`src/rtl/fetch_stage.sv`:
```
// Instruction fetch: owns the PC and issues one outstanding imem request.
// IF/ID register plus a one-entry skid buffer absorb decode stalls.
module fetch_stage #(
    parameter logic [31:0] RESET_ADDR = 32'h0000_0000
) (
    input  logic        i_clk,
    input  logic        i_rst,
    input  logic [1:0]  i_pc_sel,
    input  logic [31:0] i_alu_result,
    input  logic [31:0] i_branch_target,
    input  logic        i_stall,
    output logic        o_imem_req,
    output logic [31:0] o_imem_addr,
    input  logic        i_imem_ready,
    input  logic        i_imem_rvalid,
    input  logic [31:0] i_imem_rdata,
    output logic        o_if_valid,
    output logic [31:0] o_if_pc,
    output logic [31:0] o_if_pc_plus4,
    output logic [31:0] o_if_instr
);

    typedef enum logic [1:0] {
        FETCH,
        WAIT,
        DROP
    } state_t;

    state_t      state;
    logic [31:0] pc;
    logic [31:0] req_pc;
    logic        skid_valid;
    logic [31:0] skid_pc;
    logic [31:0] skid_instr;

    logic        redirect;
    logic [31:0] target;
    logic        accept;
    logic        deliver;
    logic        consume;
    logic        ifid_free;
    logic        alu_lsb_unused;

    assign alu_lsb_unused = i_alu_result[0];

    assign redirect = i_pc_sel[0];
    assign target   = i_pc_sel[1] ? i_branch_target
                                  : {i_alu_result[31:1], 1'b0};

    // A full skid means IF/ID is also full, so no room for another word.
    assign o_imem_req = ~i_rst & (state == FETCH)
                      & ~redirect & ~skid_valid;
    assign o_imem_addr = pc;

    assign accept    = o_imem_req & i_imem_ready;
    assign deliver   = (state == WAIT) & i_imem_rvalid;
    assign consume   = o_if_valid & ~i_stall;
    assign ifid_free = ~o_if_valid | consume;

    assign o_if_pc_plus4 = o_if_pc + 32'd4;

    always_ff @(posedge i_clk or posedge i_rst) begin
        if (i_rst) begin
            state      <= FETCH;
            pc         <= RESET_ADDR;
            req_pc     <= 32'd0;
            skid_valid <= 1'b0;
            skid_pc    <= 32'd0;
            skid_instr <= 32'd0;
            o_if_valid <= 1'b0;
            o_if_pc    <= 32'd0;
            o_if_instr <= 32'd0;
        end else if (redirect) begin
            pc         <= target;
            o_if_valid <= 1'b0;
            skid_valid <= 1'b0;
            unique case (state)
                WAIT:    state <= i_imem_rvalid ? FETCH : DROP;
                DROP:    state <= i_imem_rvalid ? FETCH : DROP;
                default: state <= FETCH;
            endcase
        end else begin
            unique case (state)
                FETCH: begin
                    if (accept) begin
                        pc     <= pc + 32'd4;
                        req_pc <= pc;
                        state  <= WAIT;
                    end
                end
                WAIT:    if (i_imem_rvalid) state <= FETCH;
                DROP:    if (i_imem_rvalid) state <= FETCH;
                default: state <= FETCH;
            endcase

            if (ifid_free) begin
                if (skid_valid) begin
                    o_if_valid <= 1'b1;
                    o_if_pc    <= skid_pc;
                    o_if_instr <= skid_instr;
                    skid_valid <= 1'b0;
                end else if (deliver) begin
                    o_if_valid <= 1'b1;
                    o_if_pc    <= req_pc;
                    o_if_instr <= i_imem_rdata;
                end else begin
                    o_if_valid <= 1'b0;
                end
            end else if (deliver) begin
                skid_valid <= 1'b1;
                skid_pc    <= req_pc;
                skid_instr <= i_imem_rdata;
            end
        end
    end

endmodule

```
`config.mk`:
```
export PLATFORM = sky130hd
export DESIGN_NAME = fetch_stage
export DESIGN_NICKNAME = d
export VERILOG_FILES = /design/src/rtl/fetch_stage.sv
export SDC_FILE = /design/constraint.sdc
export NUM_CORES = 1
export LEC_CHECK = 0
export CAP_MARGIN = 10
export CORE_MARGIN = 1.5
export CORE_UTILIZATION = 42
export CTS_CLUSTER_SIZE = 8
export DETAILED_ROUTE_END_ITERATION = 12
export DONT_BUFFER_PORTS = 1
export PLACE_DENSITY_LB_ADDON = 0.1
export SLEW_MARGIN = 10
export SYNTH_ARGS = -nofsm -noshare
export SYNTH_HDL_FRONTEND = slang
export SYNTH_SLANG_ARGS = --single-unit
```
`constraint.sdc`:
```
create_clock -name i_clk -period 8.27 [get_ports i_clk]
set_input_delay 0.827 -clock i_clk [delete_from_list [all_inputs] [get_ports i_clk]]
set_output_delay 0.827 -clock i_clk [all_outputs]
set_load 0.02 [all_outputs]
```
==> metrics.yaml <==
detailed_routing:
  wl_mm: 23.1
  dr.pass1.iters: 4
  wire_per_inst_um: 20.5
  ant_nets: 0
  vias: 6554
  vias_per_cell: 5.83
  drc: 0
  drtIter0Drc: 437
power:
  p_int_mw: 1.82
  leakage_nw: 4.33
  p_sw_frac: 0.395
  power_density_nw_per_um2: 293
  p_comb_frac: 0.175
  ir_drop_mv: 0.109
  power_frac_clock: 0.269
  power_frac_seq: 0.556
  p_switching_mw: 1.19
run:
  cap_violations: 0
placement:
  dp_hpwl_mm: 16.0
  gp_congestion: 0.876
  portBuffers: 0
clocking:
  cts-resized-gates: 0
  clk_pin_slew_ns: 0.07
  cts.sinks: 196
  clkLatencyLatePin_ns: 0.43
  clk_path_buf_depth: 2
  cts_setup_buffers: 0
  postCtsHoldBufs: 0
  root_buffer: "clkbuf_16"
  cts_tree: "yes"
  htreeDepth: 4
  cts_buffers: 17
floorplan:
  core_um2: 22000
  die_h_um: 153
  die-area_um2: 23600
  ioPinCount: 233
  fp.dieW_um: 153
  start_util: 0.432
  row_count: 54
critical_path:
  r2r_setup_slack_ns: 4.96
  arrival_ns: 3.00
  startpoint_type: "flip-flop"
  cp_max_fo: 8
  end_kind: "output port"
  path_class: "flip-flop to output port"
  required_ns: 7.44
timing:
  worstMarginPinSlew_ns: 1.18
  skew_ns: 0.0155
  rsz0062_at_grt: "false"
  finalMaxSlewViolations: 0
  final.setup.tns_ns: 0
  hold_violations: 0
  post-route-period-util: 0.462
  fmax_ghz: 0.262
  slew_headroom: 0.212
  finalSetupViolCount: 0
  fin_crit_ns: 3.82
yosys:
  synth_nets: 971
  synth_edf_count: 0
  postSynth.asyncResetShare: 1.00
  synthFlopType: "dfrtp_1"
  synth_cells: 864
  synth-seq-cells: 196
  ys_seq_area_frac: 0.516
  yosysWarnings: 0
  postSynthAreaPerCell_um2: 11.0
  syn_area_um2: 9510
  yosysUniqueCellTypes: 40
worst_hold_path:
  hp-class: "primary input to asynchronous set/reset pin"
final_layout:
  layout.nets: 937
  final_core_util: 0.467
  drive_above_1_share: 0.171
  mostFrequentLayoutCell: "dfrtp_1"
  layout_common_cells: "dfrtp_1, mux2_2, mux2i_1, a21oi_1, nor2_1"
  fillers: 2042
  area_delta_synth_final_pct: 8.17
status:
  status: "complete, no violations"
global_route:
  antenna_found_initial: 1
  grt_pass1_wl_mm: 36.9
  grt_max_degree: 117
  overflow: 0
  grt.total_usage: 0.198
  grt_pass1_vias: 6654
[metal layers]
layer,part of all wire,track usage,vias up
met5,0,0,-
met4,0.014,0.0643,0
met3,0.080,0.0646,25
met2,0.47,0.318,236
met1,0.44,0.253,3224
li1,-,-,3069
[critical path, cell delays in order (launching register included)]
cell     delay, ns
dfrtp_1       0.60
nand4_1       0.23
nor4_2        0.87
nand3_1       0.27
xnor2_1       0.60
[flip-flops by register name (all words and copies together) (netlist names)]
register and cells:
o_if_valid 1, skid_pc 32, skid_valid 1, o_if_instr 32, o_imem_addr 32, req_pc 32, skid_instr 32, state 2
o_if_pc 32
[metrics by stage]
step	instances	instance area [µm²]	hold slack (ns)	total power, mW	setup slack [ns]
2_1_floorplan	864	9510	0.465	2.04	2.10
3_3_place_gp	1091	9710	0.488	2.19	4.83
3_5_place_dp	1091	9710	0.495	2.22	4.80
4_1_cts	1123	10300	0.442	3.04	4.32
5_1_grt	1124	10300	0.444	3.18	4.25
6_report	1124	10300	0.402	3.01	4.45
[power groups by stage]
stage / clock, mW / sequential, mW / combinational, mW
floorplan: 0 / 1.58 / 0.465
global placement: 0 / 1.68 / 0.510
detailed placement: 0 / 1.69 / 0.528
CTS: 0.837 / 1.67 / 0.533
global route: 0.879 / 1.71 / 0.590
finish: 0.810 / 1.67 / 0.526
[path summary, 6_finish.rpt]
kind                             startpoint                end  cells past startpoint
min in group i_clk              i_pc_sel[0]         o_if_valid                      1
worst min register to register   req_pc[22]         req_pc[22]                      2
worst min-delay path                  i_rst     o_imem_addr[3]                      1
worst max register to register   skid_valid    o_imem_addr[16]                      5
max in group asynchronous             i_rst      o_if_instr[0]                      2
worst max-delay path            o_if_pc[13]  o_if_pc_plus4[31]                      4
[logic make-up (layout without fill, tap and decap cells)]
family,Yosys count,count (layout),synth area share
compound gates,141,141,0.0903
xor+xnor,37,37,0.0341
fa+ha+maj,4,4,0.00526
buf+inv,69,48,0.0282
flops,196,196,0.516
mux,174,174,0.196
other cells,0,1,0
simple gates,243,243,0.131
[layout make-up]
| cell class | count | area, µm² | area share |
|---|---|---|---|
| diodes | 1 | 2.50 | 0.000243 |
| multi-input cells | 599 | 4360 | 0.424 |
| clock buffers | 17 | 425 | 0.0414 |
| inverters | 10 | 45.0 | 0.00438 |
| well taps | 280 | 350 | 0.0341 |
| flip-flops and latches | 196 | 4910 | 0.477 |
| clock inverters | 15 | 149 | 0.0145 |
| repair buffers | 6 | 45.0 | 0.00438 |
[cells in the mapped netlist, types with 3 or more instances]
| cell | count | share of area |
|---|---|---|
| xor2_1 | 18 | 0.017 |
| nand2_1 | 33 | 0.013 |
| a21oi_1 | 77 | 0.041 |
| nand3_1 | 29 | 0.015 |
| and4_1 | 7 | 0.0064 |
| and3_1 | 20 | 0.013 |
| ha_1 | 4 | 0.0053 |
| mux2_2 | 96 | 0.11 |
| or3_1 | 5 | 0.0033 |
| dfrtp_1 | 196 | 0.52 |
| o41ai_1 | 3 | 0.0028 |
| and2_1 | 4 | 0.0026 |
| o31a_1 | 13 | 0.012 |
| nor3_1 | 14 | 0.0074 |
| xnor2_1 | 19 | 0.018 |
| o21ai_0 | 11 | 0.0058 |
| nor2_1 | 72 | 0.028 |
| mux2i_1 | 78 | 0.082 |
| inv_1 | 10 | 0.0039 |
| nand4_1 | 22 | 0.014 |
| or4_1 | 6 | 0.0047 |
| a31oi_1 | 8 | 0.0053 |
| buf_1 | 8 | 0.0032 |
| a211oi_1 | 15 | 0.012 |
| o211ai_1 | 4 | 0.0032 |
| nor2b_1 | 16 | 0.011 |
| clkbuf_1 | 48 | 0.019 |
| nor4_1 | 10 | 0.0066 |
Note: power is estimated with default switching activity, not from simulation.
